===== config.mk =====
export PLATFORM = sky130hd
export DESIGN_NAME = shared_reg_arbiter
export DESIGN_NICKNAME = d
export VERILOG_FILES = /design/src/rtl/shared_reg_arbiter.sv
export SDC_FILE = /design/constraint.sdc
export NUM_CORES = 1
export LEC_CHECK = 0
export ABC_AREA = 1
export CELL_PAD_IN_SITES_DETAIL_PLACEMENT = 1
export CELL_PAD_IN_SITES_GLOBAL_PLACEMENT = 2
export CORE_MARGIN = 2
export CORE_UTILIZATION = 30
export CTS_BUF_LIST = sky130_fd_sc_hd__clkbuf_8
export CTS_CLUSTER_DIAMETER = 60
export CTS_CLUSTER_SIZE = 8
export DETAILED_ROUTE_END_ITERATION = 6
export DONT_BUFFER_PORTS = 1
export PLACE_DENSITY = 0.81
export SLEW_MARGIN = 10
export SYNTH_ARGS = -nofsm -noshare
export SYNTH_HDL_FRONTEND = slang
export SYNTH_SLANG_ARGS = --single-unit

===== constraint.sdc =====
create_clock -name clk -period 2.7 [get_ports clk]
set_clock_uncertainty 0.15 [all_clocks]
set_input_delay 0.27 -clock clk [delete_from_list [all_inputs] [get_ports clk]]
set_output_delay 0.27 -clock clk [all_outputs]
set_load 0.02 [all_outputs]

===== src/rtl/shared_reg_arbiter.sv =====
// Round-robin write arbiter in front of one shared register, with bounded
// multi-cycle ownership (lock) so a single writer cannot starve the others.
module shared_reg_arbiter #(
  parameter int                NREQ     = 4,
  parameter int                WIDTH    = 32,
  parameter logic [WIDTH-1:0]  INIT     = '0,
  parameter int                MAX_LOCK = 8,
  localparam int               OW       = (NREQ > 1) ? $clog2(NREQ) : 1,
  localparam int               CW       = $clog2(MAX_LOCK + 1)
) (
  input  logic                  clk,
  input  logic                  rst_n,
  input  logic [NREQ-1:0]       req,
  input  logic [NREQ-1:0]       lock,
  input  logic [NREQ*WIDTH-1:0] wdata,
  output logic [NREQ-1:0]       grant,
  output logic [WIDTH-1:0]      out,
  output logic                  locked,
  output logic [OW-1:0]         owner
);

  typedef enum logic {
    IDLE   = 1'b0,
    LOCKED = 1'b1
  } state_t;

  // Power-up contents mimic the team register primitive (1010... from the MSB).
  function automatic logic [WIDTH-1:0] alt_pattern();
    logic [WIDTH-1:0] v;
    for (int i = 0; i < WIDTH; i++) begin
      v[i] = ((WIDTH - 1 - i) % 2) == 0;
    end
    return v;
  endfunction

  function automatic logic [OW-1:0] next_index(input logic [OW-1:0] i);
    return (i == OW'(NREQ - 1)) ? '0 : i + 1'b1;
  endfunction

  state_t           state_q, state_d;
  logic [OW-1:0]    ptr_q, ptr_d;
  logic [OW-1:0]    owner_q, owner_d;
  logic [CW-1:0]    cnt_q, cnt_d;
  logic [WIDTH-1:0] data_q = alt_pattern();

  logic             scan_hit;
  logic [OW-1:0]    scan_win;
  logic             win_valid;
  logic [OW-1:0]    win;
  logic [NREQ-1:0]  grant_c;

  // Round-robin search: first requester at or after ptr, wrapping.
  always_comb begin
    int s;
    scan_hit = 1'b0;
    scan_win = '0;
    s        = 0;
    for (int k = 0; k < NREQ; k++) begin
      s = int'(ptr_q) + k;
      if (s >= NREQ) begin
        s = s - NREQ;
      end
      if (!scan_hit && req[OW'(s)]) begin
        scan_hit = 1'b1;
        scan_win = OW'(s);
      end
    end
  end

  // Grant selection and next-state logic for the ownership FSM.
  always_comb begin
    state_d   = state_q;
    ptr_d     = ptr_q;
    owner_d   = owner_q;
    cnt_d     = cnt_q;
    win_valid = 1'b0;
    win       = owner_q;

    if (rst_n) begin
      case (state_q)
        IDLE: begin
          if (scan_hit) begin
            win_valid = 1'b1;
            win       = scan_win;
            ptr_d     = next_index(scan_win);
            owner_d   = scan_win;
            if (lock[scan_win] && (MAX_LOCK > 1)) begin
              state_d = LOCKED;
              cnt_d   = CW'(1);
            end
          end
        end
        LOCKED: begin
          if (req[owner_q]) begin
            win_valid = 1'b1;
            win       = owner_q;
            if (lock[owner_q] && ((cnt_q + 1'b1) != CW'(MAX_LOCK))) begin
              cnt_d = cnt_q + 1'b1;
            end else begin
              state_d = IDLE;
              cnt_d   = '0;
              ptr_d   = next_index(owner_q);
            end
          end else begin
            // Owner walked away: give up the lock without writing this cycle.
            state_d = IDLE;
            cnt_d   = '0;
            ptr_d   = next_index(owner_q);
          end
        end
        default: begin
          state_d = IDLE;
          cnt_d   = '0;
        end
      endcase
    end

    grant_c = win_valid ? (NREQ'(1) << win) : '0;
  end

  always_ff @(posedge clk) begin
    if (!rst_n) begin
      state_q <= IDLE;
      ptr_q   <= '0;
      owner_q <= '0;
      cnt_q   <= '0;
      data_q  <= INIT;
    end else begin
      state_q <= state_d;
      ptr_q   <= ptr_d;
      owner_q <= owner_d;
      cnt_q   <= cnt_d;
      if (win_valid) begin
        data_q <= wdata[int'(win)*WIDTH +: WIDTH];
      end
    end
  end

  assign grant  = grant_c;
  assign out    = data_q;
  assign locked = (state_q == LOCKED);
  assign owner  = owner_q;

endmodule


==> results of run 1 <==
==> stage by stage <==
step	hold WS [ns]	setup WS [ns]
6_report	0.106	-0.000792
3_5_place_dp	0.278	0.0130
3_3_place_gp	0.274	0.103
2_1_floorplan	0.258	0.155
4_1_cts	0.0964	0.00140
5_1_grt	0.130	-0.194
==> where the power goes <==
group          internal, mW  switching, mW  total, mW
clock                 0.298          0.224      0.523
sequential            0.816          0.359       1.18
combinational          1.42           2.35       3.77
==> synth_stat cells (3+ instances only) <==
cell      number
inv_1         18
inv_2          7
dfxtp_1       41
nand3_1       73
nand3_2        3
a21oi_1       15
o21ai_0       10
buf_4          5
nand2_4        4
nand2_2       12
buf_2         12
nor3_1         4
nand2_1      360
clkbuf_1      10
buf_6          3
==> flip-flops by register name, summed over array words and instances, names as in the netlist <==
name	count
owner	2
locked	1
ptr_q	2
out	32
cnt_q	4
==> worst max-delay path, cell delays in order (launching register included) <==
cell and delay, ns:
dfxtp_4 0.40, inv_4 0.06, nand2_1 0.10, nand2_2 0.10
nand2_2 0.09, nand2_2 0.08, nor2_4 0.19, nand4_1 0.16
nand3_2 0.13, inv_2 0.05, nand2_2 0.05, nand2_2 0.06
o21ai_4 0.09, clkinv_4 0.12, nor3_4 0.18, buf_6 0.14
==> layout by cell type, fill, tap and decap left out, drive strengths merged, types with 3 or more instances in the layout <==
| cell type | instances |
|---|---|
| inv | 25 |
| buf | 42 |
| clkbuf | 6 |
| dfxtp | 41 |
| nand3 | 76 |
| nor2 | 3 |
| nor3 | 4 |
| nand2 | 376 |
| o21ai | 13 |
| a21oi | 16 |
==> area by class of cell <==
cell class	instances	area, um2
Tap cell	140	175
Timing Repair Buffer	43	407
Fill cell	1494	6890
Multi-Input combinational cell	500	2260
Sequential cell	41	830
Clock inverter	2	33.8
Clock buffer	6	82.6
Inverter	26	108
==> path summary, 6_finish.rpt <==
check	to	startpoint	slack, ns
worst max register to register	out[20]	ptr_q[1]	0.08
worst min-delay path	locked	rst_n	0.11
worst max-delay path	grant[3]	ptr_q[1]	-0.0008
worst min register to register	cnt_q[3]	cnt_q[3]	0.34
==> kinds of logic (layout without fill, tap and decap cells) <==
logic type,after synthesis,count (layout),synth area share (%)
simple gates,464,464,58.6
buf+inv,60,77,9.68
flops,41,41,24.8
compound gates,32,32,5.67
fa+ha+maj,2,2,0.756
xor+xnor,2,2,0.529
==> routing by layer <==
metal	routed length [um]	GRT usage [%]	part of all wire (%)
met5	0	0	0
met4	161	4.03	1.3
met1	4780	21.7	40
met2	6320	36.3	52
met3	832	4.96	6.9
==> repair_timing <==
| action | 4_1_cts | 5_1_grt |
|---|---|---|
| buffers inserted | 7 | 16 |
| gates resized for setup | 9 | 31 |
| pin swaps | 0 | 12 |
| hold buffers | 1 | 0 |
| gates cloned | 0 | 0 |
| hold endpoints to repair | 2 | 0 |
| endpoints found under the setup margin | 6 | 14 |
==> metrics, run 1 <==
status complete, but fails checks; failing checks setup timing; Period minus WS final 2.70 ns; final non-filler cell total 758; CP Data Arrival Time 2.28 ns; die width 109 um; post-DR wirelength/cell 16.0 um; Nets 757; Max Cap Viol 0; Synth Register Bits 41; GRT Util Overall 19.3%; Final Util 36.1%; IO Pins 177; Max clock buf depth 2; Die H 109 um; total number of vias 3783; count of cell types in the netlist 34; layout cells sized above 1 16.7%; R2R depth 20; number of flops mapped to enable cells by yosys 0; vias in the first global route 3670; DR iter-0 viols 100; synthesized area 3310 um2; later-pin clock latency in the skew report 0.29 ns; WP data required 2.28 ns; hpwl dp 8.68 mm; clock sink count 41; Startpoint Class flip-flop; Port Buffers 0; Post-DP Area 3470 um2; initial antenna violation count 0; cells after synthesis 601; WL final 12.1 mm; htree depth 2; Avg Cell Area, Syn 5.51 um2; max frequency 0.370 GHz; grt total ovfl 0; clk slew on worst S/H paths 0.09 ns; Mapped Nets 741; Yosys Warn Count 0; area grow syn2layout 17.8%; worst hold stages 2; largest cells by area after synthesis nand2_1 41%, dfxtp_1 25%, nand3_1 11%; Vias per Instance 4.99; Final Setup Violations 1; post-route cell area 3900 um2; Crit Path Max Fanout 7; RSZ-0062 raised after global routing yes; antenna cell count 0; placed insts 726; ANT nets after route 0; proportion of netlist area held by the largest area contributor 40.8%; std cell rows 38; final slew viol count 0; Pwr per Cell Area 1400 nW/um2; final setup margin -0.000792 ns; CTS tree built; Die Footprint 11900 um2; Max IR drop VDD 462 uV; cts bufs inserted 5; CTS root buffer clkbuf_8; critical setup path kind reg -> out; Max-slew headroom 72.7%; TritonRoute pass-1 iters 4; initial core utilization 30.7%; Hold Crit Class in -> reg; wire length of the first global-routing pass 18.0 mm; register area share after synthesis 24.8%; Final Hold Viols 0; total power 5.47 mW; Post-route DRC 0; CORE AREA 10800 um2; Leakage 2.15 nW; ys flop type dfxtp_1; largest net degree at the start of global routing 54; GP Congestion 0.843; setup TNS -0.000792 ns; element type at the critical path end output port; asr flop ratio synth 0%; cell taking the most area after synthesis nand2_1; transition time of the tightest slew-check pin 0.408 ns; fin crit share 100%
Note: power is estimated with default switching activity, not from simulation.
==> inputs of run 2 (changes only) <==
--- a/config.mk
+++ b/config.mk
@@ -9,13 +9,12 @@
 export CELL_PAD_IN_SITES_DETAIL_PLACEMENT = 1
 export CELL_PAD_IN_SITES_GLOBAL_PLACEMENT = 2
 export CORE_MARGIN = 2
-export CORE_UTILIZATION = 30
-export CTS_BUF_LIST = sky130_fd_sc_hd__clkbuf_8
+export CORE_UTILIZATION = 29
 export CTS_CLUSTER_DIAMETER = 60
 export CTS_CLUSTER_SIZE = 8
 export DETAILED_ROUTE_END_ITERATION = 6
 export DONT_BUFFER_PORTS = 1
-export PLACE_DENSITY = 0.81
+export PLACE_DENSITY = 0.79
 export SLEW_MARGIN = 10
 export SYNTH_ARGS = -nofsm -noshare
 export SYNTH_HDL_FRONTEND = slang
==> run 2 against run 1 <==
Net effect: the run now ends clean; routed wire length grew 2.1%; via count up 0.29%; setup slack better by 0.022 ns; hold slack better by 0.011 ns; design area grew 2.6%; critical path depth unchanged; highest routed layer unchanged.
==> metrics, run 2 (synthesis results as in run 1) <==
Max-slew headroom 75.2%; grt total ovfl 0; std cell rows 39; Crit Path Max Fanout 6; clk slew on worst S/H paths 0.06 ns; Final Util 35.5%; Period minus WS final 2.68 ns; Final Hold Viols 0; critical setup path kind reg -> out; setup TNS 0 ns; hpwl dp 8.73 mm; reg2reg end out[12]; Nets 763; antenna cell count 0; Vias per Instance 4.95; wire length of the first global-routing pass 18.7 mm; fin crit share 99.2%; RSZ-0062 raised after global routing yes; Reg2Reg Launch Point ptr_q[1]; GP Congestion 0.912; post-DR wirelength/cell 16.1 um; area grow syn2layout 20.8%; Startpoint Class flip-flop; status complete, no violations; first element of the critical path ptr_q[1]; Critical Path Max Stage Delay 0.39 ns; Worst R2R Setup Slack 0.15 ns; Die H 111 um; Max Cap Viol 0; Final Setup Violations 0; Pwr per Cell Area 1440 nW/um2; post-route cell area 4000 um2; CTS tree built; later-pin clock latency in the skew report 0.28 ns; GRT Util Overall 18.7%; Crit-path slowest cell dfxtp_4; WP data required 2.28 ns; Max IR drop VDD 629 uV; largest net degree at the start of global routing 66; layout cells sized above 1 17.8%; element type at the critical path end output port; transition time of the tightest slew-check pin 0.372 ns; total number of vias 3794; DR iter-0 viols 124; most frequent cells in the layout 348 x nand2_1, 70 x nand3_1, 38 x dfxtp_1, 38 x buf_4, 23 x nand2_2; R2R depth 20; CTS root buffer clkbuf_16; Post-route DRC 0; final setup margin 0.0215 ns; post-place setup slack 0.117 ns; initial core utilization 29.4%; htree depth 2; CP endpoint grant[3]; cts bufs inserted 5; die width 111 um; CP Data Arrival Time 2.26 ns; WL final 12.4 mm; TritonRoute pass-1 iters 4; Max clock buf depth 2; Leakage 2.19 nW; most common cell after layout, fill and taps aside nand2_1; IO Pins 177; Port Buffers 0; Cell Chain, Critical Path inv_2 > nand2_1 > nand2_2 > nand2_2 > nand2_2 > nor2_4 > nand3_2 > nand2_4 > inv_2 > nand2_4 > nand2_8 > nand2_8 > inv_2 > nor3_2 > buf_4; max frequency 0.373 GHz; CORE AREA 11300 um2; Largest register FFs 32; ANT nets after route 0; final slew viol count 0; initial antenna violation count 0; Die Footprint 12300 um2; Hold Crit Class in -> reg; clock sink count 41; Post-DP Area 3450 um2; vias in the first global route 3744
## run 2: changes by cell type in the layout (fill, tap and decap cells not counted), moves of 2 or more
| cell | previous run | this run |
|---|---|---|
| clkbuf_16 | 0 | 6 |
| buf_12 | 5 | 3 |
| nand2_2 | 21 | 23 |
| a21oi_2 | 2 | 0 |
| inv_2 | 4 | 6 |
| clkbuf_8 | 6 | 1 |
| nor3_4 | 2 | 0 |
| nor3_2 | 1 | 4 |
| buf_4 | 32 | 38 |
## run 2: critical path, delay by kind of cell (launching register included)
kind	cells	cell delay [ns]
flops	1	0.39
simple gates	11	1.23
buf+inv	4	0.36
## run 2: layout make-up
cell class                 count  area [um2]
inverter                      26         100
clock buffer                   7         143
tap                          143         179
fill                        1518        7270
clock inverter                 1        30.0
sequential                    41         830
timing repair buffer          48         437
multi-input combinational    501        2280
## run 2: metrics by stage
stage	cells	power [mW]	hold slack, ns
2_1_floorplan	601	3.72	0.258
3_5_place_dp	731	4.42	0.280
6_report	767	5.76	0.117
4_1_cts	748	5.35	0.104
3_3_place_gp	731	4.33	0.270
5_1_grt	767	6.35	0.148
## run 2: layer usage
metal,vias to the layer above,share of wire [%],GRT usage (%)
li1,1920,-,-
met2,132,49,33.2
met1,1720,43,22.6
met3,22,5.8,4.21
met5,-,0,0
met4,0,2.4,5.25
## run 2: how the worst min path moves through the flow
| stage | startpoint | to | slack, ns | cells after the start |
|---|---|---|---|---|
| after floorplan | rst_n | ptr_q[0] | 0.26 | 2 |
| after global placement | rst_n | ptr_q[0] | 0.27 | 2 |
| final | wdata[125] | out[29] | 0.12 | 6 |
| after detailed placement | rst_n | ptr_q[0] | 0.28 | 2 |
| after global routing | rst_n | locked | 0.15 | 2 |
| after CTS | rst_n | locked | 0.10 | 2 |
## run 2: power by group
group | internal, mW | total, mW | switching [mW]
combinational | 1.47 | 3.89 | 2.42
clock | 0.462 | 0.709 | 0.246
sequential | 0.817 | 1.16 | 0.348
total | 2.75 | 5.76 | 3.01
## run 2: repair_timing
action / CTS / global route
gates resized for setup: 9 / 29
hold buffers: 1 / 0
pin swaps: 4 / 14
gates cloned: 1 / 2
hold endpoints to repair: 2 / 0
endpoints found under the setup margin: 4 / 36
buffers inserted: 7 / 17
==> inputs of run 3 (changes only) <==
--- a/config.mk
+++ b/config.mk
@@ -9,12 +9,14 @@
 export CELL_PAD_IN_SITES_DETAIL_PLACEMENT = 1
 export CELL_PAD_IN_SITES_GLOBAL_PLACEMENT = 2
 export CORE_MARGIN = 2
-export CORE_UTILIZATION = 29
+export CORE_UTILIZATION = 30
+export CTS_BUF_LIST = sky130_fd_sc_hd__clkbuf_8
 export CTS_CLUSTER_DIAMETER = 60
 export CTS_CLUSTER_SIZE = 8
 export DETAILED_ROUTE_END_ITERATION = 6
 export DONT_BUFFER_PORTS = 1
-export PLACE_DENSITY = 0.79
+export PLACE_DENSITY = 0.81
+export REMOVE_ABC_BUFFERS = 1
 export SLEW_MARGIN = 10
 export SYNTH_ARGS = -nofsm -noshare
 export SYNTH_HDL_FRONTEND = slang
==> run 3 against run 2 <==
Net effect: critical path type unchanged; register-to-register slack got worse by 0.03 ns; critical endpoint is now grant[0]; sequential power is essentially flat; non-clock buffer count is 9 lower; cell count down 1.7%; setup slack got worse by 0.0020 ns; via count fell by 1.5%.
==> metrics, run 3 (synthesis results as in run 1) <==
status complete, no violations; element type at the critical path end output port; std cell rows 38; critical setup path kind reg -> out; transition time of the tightest slew-check pin 0.344 ns; RSZ-0062 raised after global routing yes; GR peak layer met2; die width 109 um; CTS tree built; Vias per Instance 4.96; Pwr per Cell Area 1370 nW/um2; max frequency 0.373 GHz; Max clock buf depth 2; wire length of the first global-routing pass 17.9 mm; Port Buffers 0; Post-route DRC 0; Leakage 2.12 nW; Largest register FFs 32; most common cell after layout, fill and taps aside nand2_1; hpwl dp 8.26 mm; Max IR drop VDD 565 uV; IO Pins 177; fillers 1456; total number of vias 3737; fin crit share 99.3%; Die Footprint 11900 um2; most used cell, CP nand2_2; initial core utilization 30.7%; Final Setup Violations 0; final setup margin 0.0195 ns; Startpoint Class flip-flop; WP data required 2.28 ns; Period minus WS final 2.68 ns; Hold Crit Class in -> reg; initial antenna violation count 0; htree depth 2; combinational share of power 69.5%; Clk network pwr share 8.5%; Min Hold Slack 0.0961 ns; TritonRoute pass-1 iters 4; Final Hold Viols 0; switching share of power 54.3%; clock sink count 41; Cell Chain, Critical Path buf_6 > nand2_2 > nand2_2 > nand2_2 > nand2_4 > nor2_4 > nand3_2 > nand2_4 > a21oi_2 > nand2_2 > o21ai_4 > buf_6 > nor3_4 > buf_6; clk slew on worst S/H paths 0.08 ns; area grow syn2layout 17.2%; ANT nets after route 0; cts bufs inserted 5; met1 GRT Util 22.1%; CP Data Arrival Time 2.26 ns; WL final 11.1 mm; antenna cell count 0; Crit-path slowest cell dfxtp_2; post-place setup slack -0.0477 ns; CORE AREA 10800 um2; final slew viol count 0; grt total ovfl 0; post-DR wirelength/cell 14.8 um; Die H 109 um; Max Cap Viol 0; GRT Util Overall 19.0%; DR iter-0 viols 119; Worst Path Buf+Inv 3; Critical Path Max Stage Delay 0.34 ns; crit-path leading delay family simple AND/OR/NAND/NOR gates; sequential share of power 22.0%; Crit Path Max Fanout 7; Psw 2.88 mW; routing usage on met2 34.2%; CTS root buffer clkbuf_8; vias in the first global route 3838; most frequent cells in the layout 346 x nand2_1, 69 x nand3_1, 38 x dfxtp_1; later-pin clock latency in the skew report 0.30 ns; Nets 753; Max-slew headroom 77.1%; total power 5.30 mW; internal power 2.42 mW; met3 usage 4.60%; layout cells sized above 1 17.3%; largest net degree at the start of global routing 34; GP Congestion 0.864
-- run 3: cell count changes in the layout (fill, tap and decap cells not counted), moves of 3 or more --
cell       delta
inv_2         -3
buf_4        -10
nor3_4        +4
nand2_4       +3
inv_4         +3
clkbuf_8      +6
clkbuf_16     -6
nor3_2        -4
-- run 3: worst register-to-register path, stage by stage (launching register included) --
cell,delay [ns]
dfxtp_2,0.34
buf_6,0.14
nand2_2,0.08
nand2_2,0.07
nand2_2,0.10
nand2_4,0.07
nor2_4,0.17
nand3_2,0.12
nand2_4,0.13
inv_4,0.05
nand2_2,0.07
nand2_2,0.08
o21ai_4,0.10
buf_6,0.15
buf_4,0.20
buf_6,0.23
nand2_1,0.10
nand2_1,0.07
nand2_1,0.06
nand2_1,0.05
-- run 3: stage by stage --
| step | cell area (um2) | std cells | setup TNS [ns] | util, % |
|---|---|---|---|---|
| 2_1_floorplan | 3090 | 567 | -7.71 | - |
| 3_3_place_gp | 3440 | 725 | 0 | 31.9 |
| 3_5_place_dp | 3440 | 725 | -0.0821 | 31.9 |
| 4_1_cts | 3710 | 743 | 0 | 34.3 |
| 5_1_grt | 3880 | 754 | -0.558 | 35.9 |
| 6_report | 3880 | 754 | 0 | 35.9 |
-- run 3: per-layer routing --
metal	vias to the layer above	routed length (um)
met4	0	210
met2	124	5640
met3	21	721
met5	-	0
li1	1894	-
met1	1698	4550
-- run 3: path summary, 6_finish.rpt --
check / startpoint / endpoint / slack (ns) / cells after the start
max: ptr_q[0] / grant[0] / 0.02 / 14
min: wdata[112] / out[16] / 0.1 / 6
max reg2reg: ptr_q[0] / out[10] / 0.12 / 19
min reg2reg: cnt_q[3] / cnt_q[3] / 0.33 / 2
-- run 3: cell type report --
type | instances | area [um2] | area share, %
Clock inverter | 1 | 5.00 | 0.129
Tap cell | 140 | 175 | 4.52
Timing Repair Buffer | 39 | 359 | 9.26
Multi-Input combinational cell | 500 | 2310 | 59.5
Clock buffer | 7 | 96.3 | 2.48
Sequential cell | 41 | 827 | 21.3
Inverter | 26 | 108 | 2.78
-- run 3: repair_timing --
action,in CTS,in global routing
endpoints found under the setup margin,4,25
hold buffers,1,0
gates resized for setup,22,29
pin swaps,5,14
cloned,1,0
buffers inserted,8,11
hold endpoints to repair,2,0
-- run 3: power groups by stage --
stage / Clock (mW) / Sequential [mW] / Combinational (mW)
final: 0.451 / 1.17 / 3.68
after global routing: 0.496 / 1.19 / 4.22
after CTS: 0.474 / 1.17 / 3.45
after detailed placement: 0 / 1.18 / 3.19
after global placement: 0 / 1.17 / 3.08
after floorplan: 0 / 1.14 / 2.23
